==> src/rtl/truth_table_sweeper.sv <==
// ============================================================================
// Module   : truth_table_sweeper
// Brief    : Sweeps a,b,c,d through 0000..1111, samples f per pattern and
//            scores the captured truth table against an expected mask.
// Revision : 1.0 - initial release
// ============================================================================
`default_nettype none

module truth_table_sweeper #(
    parameter int HOLD_CYCLES = 4,
    parameter int CNT_W       = 8
) (
    input  logic        clk,
    input  logic        rst_n,
    input  logic        start,
    input  logic [15:0] expected,
    output logic        a,
    output logic        b,
    output logic        c,
    output logic        d,
    input  logic        f,
    output logic        busy,
    output logic        done,
    output logic [15:0] table_out,
    output logic [4:0]  mismatch_cnt,
    output logic        pass
);

    localparam logic [CNT_W-1:0] HOLD_LAST = CNT_W'(HOLD_CYCLES - 1);

    typedef enum logic [1:0] {
        S_IDLE   = 2'd0,
        S_RUN    = 2'd1,
        S_FINISH = 2'd2
    } state_t;

    state_t           state_q, state_d;
    logic [3:0]       idx_q, idx_d;
    logic [CNT_W-1:0] hold_cnt_q, hold_cnt_d;
    logic [3:0]       pat_q, pat_d;
    logic             busy_q, busy_d;
    logic             done_q, done_d;
    logic [15:0]      table_q, table_d;
    logic [4:0]       mm_q, mm_d;
    logic             pass_q, pass_d;

    logic             sample;
    logic             miss;
    logic [4:0]       mm_next;

    assign sample  = (state_q == S_RUN) && (hold_cnt_q == HOLD_LAST);
    assign miss    = sample && (f != expected[idx_q]);
    assign mm_next = mm_q + {4'd0, miss};

    always_comb begin
        state_d    = state_q;
        idx_d      = idx_q;
        hold_cnt_d = hold_cnt_q;
        pat_d      = pat_q;
        busy_d     = busy_q;
        done_d     = 1'b0;
        table_d    = table_q;
        mm_d       = mm_q;
        pass_d     = pass_q;

        case (state_q)
            S_IDLE: begin
                pat_d  = 4'd0;
                busy_d = 1'b0;
                if (start) begin
                    state_d    = S_RUN;
                    idx_d      = 4'd0;
                    hold_cnt_d = '0;
                    table_d    = 16'd0;
                    mm_d       = 5'd0;
                    pass_d     = 1'b0;
                    busy_d     = 1'b1;
                end
            end
            S_RUN: begin
                busy_d     = 1'b1;
                hold_cnt_d = hold_cnt_q + CNT_W'(1);
                if (sample) begin
                    table_d[idx_q] = f;
                    mm_d           = mm_next;
                    hold_cnt_d     = '0;
                    if (idx_q == 4'd15) begin
                        // Pass uses the count that already includes pattern 15.
                        state_d = S_FINISH;
                        busy_d  = 1'b0;
                        done_d  = 1'b1;
                        pat_d   = 4'd0;
                        pass_d  = (mm_next == 5'd0);
                    end else begin
                        idx_d = idx_q + 4'd1;
                        pat_d = idx_q + 4'd1;
                    end
                end
            end
            S_FINISH: begin
                state_d = S_IDLE;
                busy_d  = 1'b0;
                pat_d   = 4'd0;
            end
            default: begin
                state_d = S_IDLE;
            end
        endcase
    end

    always_ff @(posedge clk) begin
        if (!rst_n) begin
            state_q    <= S_IDLE;
            idx_q      <= 4'd0;
            hold_cnt_q <= '0;
            pat_q      <= 4'd0;
            busy_q     <= 1'b0;
            done_q     <= 1'b0;
            table_q    <= 16'd0;
            mm_q       <= 5'd0;
            pass_q     <= 1'b0;
        end else begin
            state_q    <= state_d;
            idx_q      <= idx_d;
            hold_cnt_q <= hold_cnt_d;
            pat_q      <= pat_d;
            busy_q     <= busy_d;
            done_q     <= done_d;
            table_q    <= table_d;
            mm_q       <= mm_d;
            pass_q     <= pass_d;
        end
    end

    assign a            = pat_q[3];
    assign b            = pat_q[2];
    assign c            = pat_q[1];
    assign d            = pat_q[0];
    assign busy         = busy_q;
    assign done         = done_q;
    assign table_out    = table_q;
    assign mismatch_cnt = mm_q;
    assign pass         = pass_q;

endmodule

`default_nettype wire

==> config.mk <==
export PLATFORM = sky130hd
export DESIGN_NAME = truth_table_sweeper
export DESIGN_NICKNAME = d
export VERILOG_FILES = /design/src/rtl/truth_table_sweeper.sv
export SDC_FILE = /design/constraint.sdc
export NUM_CORES = 1
export LEC_CHECK = 0
export BUFFER_PORTS_ARGS = -buffer_cell sky130_fd_sc_hd__buf_2
export CAP_MARGIN = 20
export CELL_PAD_IN_SITES_DETAIL_PLACEMENT = 1
export CELL_PAD_IN_SITES_GLOBAL_PLACEMENT = 1
export CORE_MARGIN = 3
export CORE_UTILIZATION = 31
export DETAILED_ROUTE_END_ITERATION = 12
export GPL_ROUTABILITY_DRIVEN = 1
export PLACE_DENSITY_LB_ADDON = 0.08
export RECOVER_POWER = 100
export SLEW_MARGIN = 20
export SYNTH_ARGS = -nofsm -noshare
export SYNTH_HDL_FRONTEND = slang
export SYNTH_SLANG_ARGS = --single-unit
==> constraint.sdc <==
create_clock -name clk -period 2.6 [get_ports clk]
set_clock_uncertainty 0.05 [all_clocks]
set_input_delay 0.39 -clock clk [delete_from_list [all_inputs] [get_ports clk]]
set_output_delay 0.39 -clock clk [all_outputs]
set_load 0.005 [all_outputs]
After elaboration in Yosys (flattened, before gate mapping):

Cells that the tools add are included.
Widths: inputs -> output; s select.

* $add $sub $neg: 3
* $mul: 0
* div/mod/pow operators: 0
* $lt $le $gt $ge: 2
* equality and inequality tests: 9
* shift-type cells: 0
* muxes and demuxes: 34
* bitwise gates (word level): 0
* reduce and logical (&&, ||, !) cells: 16

Operators by type and width (number)
* $mux 16: 2
* $pmux 16 s2: 1
* $mux 4: 5
* $bwmux 16: 1
* $mux 8: 2
* $pmux 4 s2: 2
* $pmux 8 s2: 1
* $mux 5: 2
* $pmux 5 s2: 1
* $mux 1: 9
* $reduce_and 3->1: 3
* $add 8x1->8 const B: 1
* $eq 8x2->1 const B: 1
* $reduce_and 4->1: 2
* $mux 2: 3
* $ne 2x2->1 const B: 3
* $add 5x1->5: 1
* $logic_not 5->1: 1
* $lt 4x5->1 const B: 1
* $add 4x1->4 const B: 1
* $bmux 1 s4: 1
* $demux 1 s4: 1
* $eq 4x4->1 const B: 1
* $ge 4x1->1 const B: 1
* other kinds (13): 17

* flip-flop bits (word level): 42
* latch bits: 0
* RAM bits: 0
* bits in read-only memories: 0
* input port bits: 20
* output and inout port bits: 28
* logic and storage cells: 73
* memories kept: 0

Logic depth before layout (Yosys ltp):

Gate-level depths: netlist of run 1.

* word-level depth: 9
* gate-level depth with buffers: 11
* depth with buffers taken out: 10

Worst setup path after synthesis of run 1:

No wires, ideal clock.

* path type: register -> register
* from: reg idx_q[2]
* to: reg mm_q[4], in the netlist mismatch_cnt[4]
* library setup time: 0.117 ns
* data arrival time: 2.569 ns
* required time: 2.433 ns
* path slack: -0.136 ns
* stages on the path, launching flop included: 11
* path buffers: 1
* period minus slack after synthesis: 2.736 ns
* cell sequence: dfxtp_1 > buf_2 > mux4_2 > mux4_2 > xnor2_1 > nor2_1 > ha_1 > ha_1 > nand3_1 > xnor2_1 > a22o_1

* cells in the longest elaborated chain, start to end: 7

Ends and longest elaborated chain
* from (decl): line 38 `logic [3:0] idx_q, idx_d;`
* from (signal assigned): line 124 `idx_q <= idx_d;`
* $bmux 1 s4: line 52 `assign miss = sample && (f != expected[idx_q]);`
* $mux 1 (implied by the code): line 52
* $ne 1x1->1: line 52
* $logic_and 1x1->1: line 52
* $add 5x1->5: line 53 `assign mm_next = mm_q + {4'd0, miss};`
* $mux 5: line 83 `if (sample) begin`
* $pmux 5 s2: line 66 `case (state_q)`
* to (signal assigned): line 130 `mm_q <= mm_d;`
* to (decl): line 44 `logic [4:0] mm_q, mm_d;`

No other way between the ends. The select of a mux whose other input is x is not followed.
A chain may end at the register's enable or synchronous reset.

Final worst setup path of run 1:

Same ends and word-level chain as after synthesis.

==> results of run 1 <==
==> flip-flops by register name (all words and copies together), names as in the netlist <==
register,count
pass,1
mismatch_cnt,5
table_out,16
busy,1
state_q,2
hold_cnt_q,8
pat_q,4
idx_q,4
done,1
==> worst reg2reg max path, delay by kind of cell, from the launching register on <==
kind	cells	cell delay, ps
mux	2	1010
compound gates	1	170
simple gates	2	230
fa+ha+maj	2	340
flops	1	400
xor+xnor	2	310
==> placed cells by master, fill, tap and decap left out, types with 6 or more instances in the layout <==
cell type and instances:
o21ai_0 10, ha_1 9, nor2_1 10, a32o_1 12, nand4_1 10, dfxtp_1 41
nand3_1 22, nand2_1 15, inv_1 6, buf_4 13, a21oi_1 11, clkbuf_1 10
buf_2 40
==> power by group through the flow <==
| stage | Combinational [mW] | Clock [mW] | Sequential (mW) |
|---|---|---|---|
| detailed placement | 0.255 | 0 | 0.683 |
| global placement | 0.253 | 0 | 0.682 |
| floorplan | 0.157 | 0 | 0.684 |
| finish | 0.252 | 0.521 | 0.666 |
| global route | 0.285 | 0.561 | 0.669 |
| CTS | 0.259 | 0.541 | 0.667 |
==> kinds of logic (layout without fill, tap and decap cells) <==
logic type / Yosys count / after routing / synth area share
multiplexers: 11 / 11 / 0.07671
AO/OA/AOI/OAI: 54 / 54 / 0.1749
flip-flops: 42 / 42 / 0.3709
AND/OR/NAND/NOR: 92 / 92 / 0.2472
XOR/XNOR: 8 / 8 / 0.03091
adder cells (fa/ha/maj): 11 / 11 / 0.06071
buffers and inverters: 19 / 79 / 0.03863
==> worst paths after layout <==
| kind | from | depth (start not counted) | end |
|---|---|---|---|
| setup / recovery | idx_q[2] | 9 | mismatch_cnt[4] |
| hold / removal | start | 3 | state_q[0] |
| hold reg to reg | table_out[11] | 2 | table_out[11] |
| setup reg to reg | idx_q[2] | 9 | mismatch_cnt[4] |
==> layer usage <==
metal | wire length [um] | vias up
met3 | 172 | 4
met5 | 0 | -
met4 | 60 | 0
met1 | 2993 | 1013
met2 | 2967 | 41
li1 | - | 1019
==> cell type report <==
cell class / instances / area share
Multi-Input combinational cell: 176 / 0.4916
Sequential cell: 42 / 0.2981
Timing Repair Buffer: 64 / 0.1201
Tap cell: 96 / 0.04240
Clock buffer: 5 / 0.02429
Clock inverter: 3 / 0.01413
Inverter: 7 / 0.009276
==> stage by stage <==
step	hold WS, ps	std cells	setup slack (ps)	setup TNS [ps]	util
5_1_grt	359.9	393	-86.46	-313.2	0.4079
4_1_cts	351.5	393	-32.52	-74.95	0.4123
2_1_floorplan	401.1	237	33.13	0	-
3_3_place_gp	404.3	385	-132.2	-363.1	0.3896
6_report	363.1	393	2.022	0	0.4079
3_5_place_dp	402.7	385	-201.0	-639.0	0.3896
==> timing repair <==
action	4_1_cts	5_1_grt
endpoints found under the setup margin	5	4
pin swaps	9	3
gates resized for setup	10	0
==> run summary, run 1 <==
status - finished clean
Hold Crit Class - input pin to register
CP startpoint kind - register
dpl cell area - 0.002705 mm^2
combinational share of power - 0.175
NumNets Final - 327
post-synth net total - 268
Max-cap violations - 0
CTS buffer count - 5
Initial Util - 0.3265
number of DRC markers in iteration 0 - 89
final instance area - 0.002833 mm^2
GRT busiest layer - met2
crit path buf inv count - 0
initial antenna violation count - 0
minimum clock period - 2598 ps
DP HPWL - 4685 um
TritonCTS clock tree - done
final total power - 1.439 mW
#FFs+latches synth - 42
Register Area - 844.6 um^2
CTS root buffer - clkbuf_8
Yosys top cell area share - 0.3709
Post-synth top cells - dfxtp_1, nand3_1, nand2_1, a21oi_1, a32o_1
Ys Warns - 0
worst-path maximum fanout - 5
Total GRT Usage - 0.1550
drt pass-1 iters - 4
Worst path slowest cell - mux4_2
CTS Buffer Depth - 2
final hold violation count - 0
switching power as a share of total power - 0.2780
DRC Markers - 0
diode count - 0
first-pass GRT wire length - 10550 um
P_sw - 400.1 uW
Period Utilization, post-route - 0.9992
Syn Inst Count - 237
routed length per instance - 15.76 um
clock share of power - 0.362
largest net degree at the start of global routing - 17
DIE WIDTH - 91.52 um
internal power - 1.039 mW
CTS clk-pin slew, worst paths - 90 ps
Port-buffer cells - 47
Area growth, synth to finish - 24.94%
IO Count - 48
Max Slew Vio Count - 0
H-Tree Depth - 2
GP Congestion - 0.7296
RSZ-0062 raised after global routing - true
Worst Path Arrival - 2740 ps
post-CTS setup buffer count - 0
Power Dens Cells - 508.1 mW/mm^2
number of buffers inserted by hold repair at cts - 0
DR vias/cell - 5.285
Fillers - 836
die area - 0.008376 mm^2
Post-synth ARST share - 0
GR Util met1 - 0.2054
Peak VDD IR - 0.0001939 V
Relative slew margins - 0.4966
final count of negative-setup-slack endpoints - 0
sequential share of the synthesized area - 0.3709
Clock Latency Late Sink - 290 ps
required time of the critical path - 2750 ps
crit path cell chain - mux4_2 > mux4_2 > xnor2_2 > nor2_4 > ha_4 > ha_4 > nand3_2 > xnor2_1 > a22o_1
area of the multi-input gates - 0.001393 mm^2
vias in the first global route - 2094
grt met3 use - 0.02568
Leak - 1.133 nW
final WL - 6193 um
Seq pwr share - 0.463
Top FF cell, synth - dfxtp_1
Num Clock Sinks - 42
crit-path max cell delay - 510 ps
Avg Inst Size Synth - 9.566 um^2
layout cells sized above 1 - 0.2929
met2 Use GR - 0.2593
crit end category - register
fmax - 384.9 MHz
largest cells by area after synthesis - dfxtp_1, ha_1, a32o_1, nand3_1, mux4_2
R2R setup slack - 2 ps
vias - 2077
gr ovfl total - 0
Cell Area, Synth - 0.002267 mm^2
leading area contributor after synthesis - dfxtp_1
Yosys cell types - 52
post-route ant nets - 0
Worst-Margin Slew - 753.5 ps
crit path kind - register to register
Core Rows - 30
die height - 91.52 um
most common cell in the netlist - dfxtp_1
Core Footprint - 0.006944 mm^2
crit-path leading delay family - multiplexers
number of flops mapped to enable cells by yosys - 0
No activity file was read; power rests on OpenSTA's default activity.
==> inputs of run 2 (changes only) <==
- ABC_AREA: not set -> 1
==> run summary, run 2 <==
initial antenna violation count - 0 (unchanged)
internal power - 1.151 mW (+11%)
P_sw - 624.3 uW (+56%)
Period Utilization, post-route - 0.9068 (-0.09241)
Final WS setup - 242.3 ps (+240.3 ps)
Power Dens Cells - 615.9 mW/mm^2 (+21%)
final WL - 6890 um (+11%)
Port-buffer cells - 47 (unchanged)
Top FF cell, synth - dfxtp_1
commonest non-fill, non-tap cell in the layout - nand2_1
Hold Crit Class - input pin to register
Max Slew Vio Count - 0 (unchanged)
number of DRC markers in iteration 0 - 75 (-16%)
Cell Area, Synth - 0.002450 mm^2 (+8.1%)
Fillers - 1017 (+22%)
required time of the critical path - 2800 ps (+50 ps)
Worst path slowest cell - dfxtp_2
Post-synth top cells - nand2_1, dfxtp_1, inv_1, a21oi_1, nor2_1
IO Count - 48 (unchanged)
max reg flops - 16 (unchanged)
CTS Buffer Depth - 2 (unchanged)
vias in the first global route - 2445 (+17%)
Max-cap violations - 0 (unchanged)
die height - 94.90 um (+3.7%)
DP HPWL - 5178 um (+11%)
clock share of power - 0.294 (-0.068)
crit path cell chain - buf_6 > nand2_1 > nand3_1 > nand2_1 > nand2_1 > nand2_1 > nor2_1 > nand2_1 > nand2_1 > nor2_1 > ha_1 > ha_1 > nor3_1 > nand2_1 > nor3_1 > nor2_1 > nor2_1
die area - 0.009005 mm^2 (+7.5%)
Ys Warns - 0 (unchanged)
diode count - 0 (unchanged)
#FFs+latches synth - 42 (unchanged)
gr ovfl total - 0 (unchanged)
Leak - 1.249 nW (+10%)
Initial Util - 0.3290 (+0.002479)
Yosys cell types - 30 (-42%)
H-Tree Depth - 2 (unchanged)
crit path buf inv count - 1 (+1)
largest net degree at the start of global routing - 22 (+5)
Num Clock Sinks - 42 (unchanged)
crit end category - register
leading area contributor after synthesis - dfxtp_1
TritonCTS clock tree - done
worst-path maximum fanout - 13 (+8)
DIE WIDTH - 94.90 um (+3.7%)
CP startpoint kind - register
minimum clock period - 2358 ps (-240.3 ps)
Area growth, synth to finish - 17.67%
Core Rows - 31 (+3.3%)
DR vias/cell - 4.798 (-9.2%)
Clock Latency Late Sink - 300 ps (about the same)
status - finished clean
crit path kind - register to register
crit-path leading delay family - simple AND/OR/NAND/NOR gates
post-route ant nets - 0 (unchanged)
CTS clk-pin slew, worst paths - 90 ps (about the same)
largest cells by area after synthesis - dfxtp_1, nand2_1, inv_1, ha_1, a21oi_1
drt pass-1 iters - 4 (unchanged)
setup tns final - 0 ps (unchanged)
RSZ-0062 raised after global routing - false
layout cells sized above 1 - 0.1367 (-0.1562)
most used cell, CP - nand2_1
Worst-Margin Slew - 589.7 ps (-163.8 ps)
first-pass GRT wire length - 11470 um (+8.7%)
Worst Path Arrival - 2560 ps (-180 ps)
Peak VDD IR - 0.0002636 V (+36%)
post-synth net total - 398 (+49%)
number of flops mapped to enable cells by yosys - 0 (unchanged)
final count of negative-setup-slack endpoints - 0 (unchanged)
final hold violation count - 0 (unchanged)
routed length per instance - 13.35 um (-15%)
fmax - 424.1 MHz (+10%)
crit-path max cell delay - 360 ps (-150 ps)
Core Footprint - 0.007447 mm^2 (+7.2%)
Relative slew margins - 0.6042 (+0.1076)
GP Congestion - 0.8056 (+10%)
Seq pwr share - 0.397 (-0.066)
Avg Inst Size Synth - 6.675 um^2 (-30%)
sequential share of the synthesized area - 0.3432 (-0.02765)
combinational share of power - 0.309 (+0.134)
DRC Markers - 0 (unchanged)
most frequent cells in the layout - nand2_1, dfxtp_1, inv_1
Syn Inst Count - 367 (+55%)
Place WS - 136.8 ps (+337.9 ps)
CTS buffer count - 5 (unchanged)
most common cell in the netlist - nand2_1
CTS root buffer - clkbuf_8
NumNets Final - 447 (+37%)
Total GRT Usage - 0.1602 (+0.005147)
vias - 2476 (+19%)
switching power as a share of total power - 0.3517 (+0.07368)
Post-synth ARST share - 0 (unchanged)
Yosys top cell area share - 0.3432 (-0.02765)
## run 2: cell count changes in the layout (fill, tap and decap cells not counted), moves of 8 or more
cell      previous run  this run
nor2_1              10        27
nand2_1             15       123
a21oi_1             11        27
inv_1                6        39
buf_2               40        31
a32o_1              12         0
nand4_1             10        20
clkbuf_1            10        18
## run 2: power by group through the flow
stage	clock network [mW]	registers, mW	logic [mW]
6_report	0.522	0.704	0.549
5_1_grt	0.571	0.710	0.631
4_1_cts	0.549	0.703	0.579
3_5_place_dp	0	0.718	0.576
3_3_place_gp	0	0.718	0.567
2_1_floorplan	0	0.719	0.427
## run 2: timing repair
item,CTS,global route
hold endpoints to repair,0,0
resized for setup,0,4
hold buffers,0,0
buffers inserted,0,2
endpoints found under the setup margin,0,2
## run 2: kinds of logic (layout without fill, tap and decap cells)
| kind of cell | after synthesis | in the layout | synth area share |
|---|---|---|---|
| simple gates | 198 | 198 | 0.3529 |
| fa+ha+maj | 11 | 11 | 0.05618 |
| flops | 42 | 42 | 0.3432 |
| compound gates | 47 | 47 | 0.1062 |
| xor+xnor | 9 | 9 | 0.03218 |
| buf+inv | 60 | 110 | 0.1093 |
## run 2: stage by stage
stage / hold WS [ps] / cell area (um^2) / util / instances / power (mW)
2_1_floorplan: 402.4 / 2450 / - / 367 / 1.146
3_3_place_gp: 400.9 / 2796 / 0.3755 / 506 / 1.284
3_5_place_dp: 408.0 / 2796 / 0.3755 / 506 / 1.294
4_1_cts: 330.4 / 2903 / 0.3898 / 514 / 1.831
5_1_grt: 337.3 / 2883 / 0.3871 / 516 / 1.913
6_report: 342.2 / 2883 / 0.3871 / 516 / 1.775
## run 2: path summary, 6_finish.rpt
kind | from | end | slack, ps | cells after the start
worst max register to register | idx_q[0] | pass | 240 | 17
worst min register to register | table_out[3] | table_out[3] | 420 | 2
worst min-delay path | start | busy | 340 | 3
worst max-delay path | idx_q[0] | pass | 240 | 17
## run 2: tightest hold or removal path, cell delays in order
cell and delay [ps]:
buf_2 120, nand2_1 60, a31oi_1 70
## run 2: routing by layer
metal | up-vias | share of wire | global-route usage | wire, um
li1 | 1265 | - | - | -
met1 | 1175 | 0.44 | 0.1923 | 3065
met3 | 7 | 0.030 | 0.02869 | 207
met4 | 0 | 0.010 | 0.04327 | 70
met5 | - | 0 | 0 | 0
met2 | 29 | 0.51 | 0.2907 | 3547
## run 2: area by class of cell
cell class	count	area (um^2)	area share
Clock buffer	7	76.32	0.02648
Timing Repair Buffer	60	325.3	0.1128
Sequential cell	42	842.1	0.2921
Multi-Input combinational cell	265	1321	0.4583
Clock inverter	1	30.03	0.01042
Tap cell	99	123.9	0.04297
Inverter	42	163.9	0.05686
==> inputs of run 3 (changes only) <==
- PLACE_DENSITY: not set -> 0.67
- PLACE_DENSITY_LB_ADDON: 0.08 -> not set
==> run summary, run 3 (synthesized netlist as in run 2, its figures left out) <==
Leak - 1.255 nW (+0.45%)
TritonCTS clock tree - done
Core Rows - 31 (unchanged)
RSZ-0062 raised after global routing - false
most used cell, CP - nand2_1
Clock Latency Late Sink - 300 ps (about the same)
Port-buffer cells - 47 (unchanged)
final count of negative-setup-slack endpoints - 0 (unchanged)
Area growth, synth to finish - 17.77% (about the same)
crit-path max cell delay - 370 ps (about the same)
CTS clk-pin slew, worst paths - 80 ps (about the same)
minimum clock period - 2323 ps (-34.46 ps)
post-route insts no fill - 516 (unchanged)
die height - 94.90 um (unchanged)
most frequent cells in the layout - nand2_1, dfxtp_1, inv_1
gr ovfl total - 0 (unchanged)
required time of the critical path - 2790 ps (about the same)
Total GRT Usage - 0.1621 (+0.001951)
Core Footprint - 0.007447 mm^2 (unchanged)
vias in the first global route - 2543 (+4.0%)
setup tns final - 0 ps (unchanged)
Initial Util - 0.3290 (unchanged)
Peak VDD IR - 0.0002885 V (+9.5%)
Worst path slowest cell - dfxtp_4
Power Dens Cells - 603.9 mW/mm^2 (-1.9%)
DR vias/cell - 4.773 (-0.53%)
GP Congestion - 0.7423 (-7.9%)
post-route ant nets - 0 (unchanged)
Max-cap violations - 0 (unchanged)
IO Count - 48 (unchanged)
CP startpoint kind - register
Max Slew Vio Count - 0 (unchanged)
DRC Markers - 0 (unchanged)
final WL - 6679 um (-3.1%)
fmax - 430.4 MHz (+1.5%)
Hold Crit Class - input pin to register
Relative slew margins - 0.6051 (+0.0009150)
crit end category - register
Worst Path Arrival - 2510 ps (-50 ps)
initial antenna violation count - 0 (unchanged)
CTS Buffer Depth - 2 (unchanged)
Reg-to-Reg Start - idx_q[0]
H-Tree Depth - 2 (unchanged)
number of DRC markers in iteration 0 - 73 (-2.7%)
drt pass-1 iters - 4 (unchanged)
layout cells sized above 1 - 0.1463 (+0.009592)
CTS buffer count - 5 (unchanged)
max reg flops - 16 (unchanged)
routed length per instance - 12.94 um (-3.1%)
DP HPWL - 5041 um (-2.6%)
Worst-Margin Slew - 588.4 ps (-1.363 ps)
commonest non-fill, non-tap cell in the layout - nand2_1
hold path start - start
first-pass GRT wire length - 11700 um (+2.0%)
Num Clock Sinks - 42 (unchanged)
status - finished clean
largest net degree at the start of global routing - 22 (unchanged)
diode count - 0 (unchanged)
NumNets Final - 447 (unchanged)
vias - 2463 (-0.53%)
Crit. Startpoint - idx_q[0]
Period Utilization, post-route - 0.8936 (-0.01326)
final hold violation count - 0 (unchanged)
DIE WIDTH - 94.90 um (unchanged)
crit path kind - register to register
worst-path maximum fanout - 13 (unchanged)
die area - 0.009005 mm^2 (unchanged)
CTS root buffer - clkbuf_8
Cell Count Post-Placement - 507 (+0.20%)
crit path cell chain - buf_8 > nand2_1 > nand3_1 > nand2_1 > nand2_1 > nand2_1 > nor2_2 > nand2_1 > nand2_1 > nor2_1 > ha_1 > ha_1 > nor3_1 > nand2_1 > nor3_2 > nor2_1 > nor2_1
## run 3: layout make-up
| cell class | instances | area (um^2) |
|---|---|---|
| Clock buffer | 8 | 110.1 |
| Fill cell | 999 | 4562 |
| Inverter | 42 | 161.4 |
| Multi-Input combinational cell | 265 | 1329 |
| Sequential cell | 42 | 844.6 |
| Tap cell | 99 | 123.9 |
| Timing Repair Buffer | 60 | 316.6 |
## run 3: per-stage QoR
| step | hold slack [ps] | power, mW | util | area [um^2] | setup slack [ps] |
|---|---|---|---|---|---|
| 5_1_grt | 355.8 | 1.887 | 0.3874 | 2885 | 0.7387 |
| 3_3_place_gp | 398.0 | 1.277 | 0.3748 | 2791 | 290.7 |
| 4_1_cts | 327.4 | 1.797 | 0.3896 | 2902 | 111.8 |
| 6_report | 331.6 | 1.743 | 0.3874 | 2885 | 276.7 |
| 3_5_place_dp | 404.4 | 1.287 | 0.3748 | 2791 | 137.3 |
| 2_1_floorplan | 402.4 | 1.146 | - | 2450 | 402.5 |
## run 3: layer usage
layer	share of wire	global-route usage
met5	0	0
met1	0.47	0.2054
met3	0.037	0.02869
met4	0.011	0.04327
met2	0.48	0.2819
## run 3: worst paths after layout
kind	to	slack (ps)	cells after the start
worst min-delay path	busy	330	3
worst max register to register	pass	280	17
worst min register to register	table_out[7]	420	2
worst max-delay path	pass	280	17
## run 3: repair_timing
action                     4_1_cts  5_1_grt
hold buffers                     0        0
setup endpoints to repair        0        2
setup buffers                    0        1
resized for setup                0        8
## run 3: where the power goes
part	switching, mW	internal [mW]	leakage (nW)	total [mW]
Sequential	0.0227	0.681	0.340	0.704
Combinational	0.362	0.180	0.857	0.541
Clock	0.229	0.268	0.0575	0.497
## run 3: critical path, delay by kind of cell (launching register included)
family                     cells  cell delay [ps]
and+or+nand+nor               14             1220
adders and majority gates      2              480
DFF                            1              370
buffers and inverters          1              140
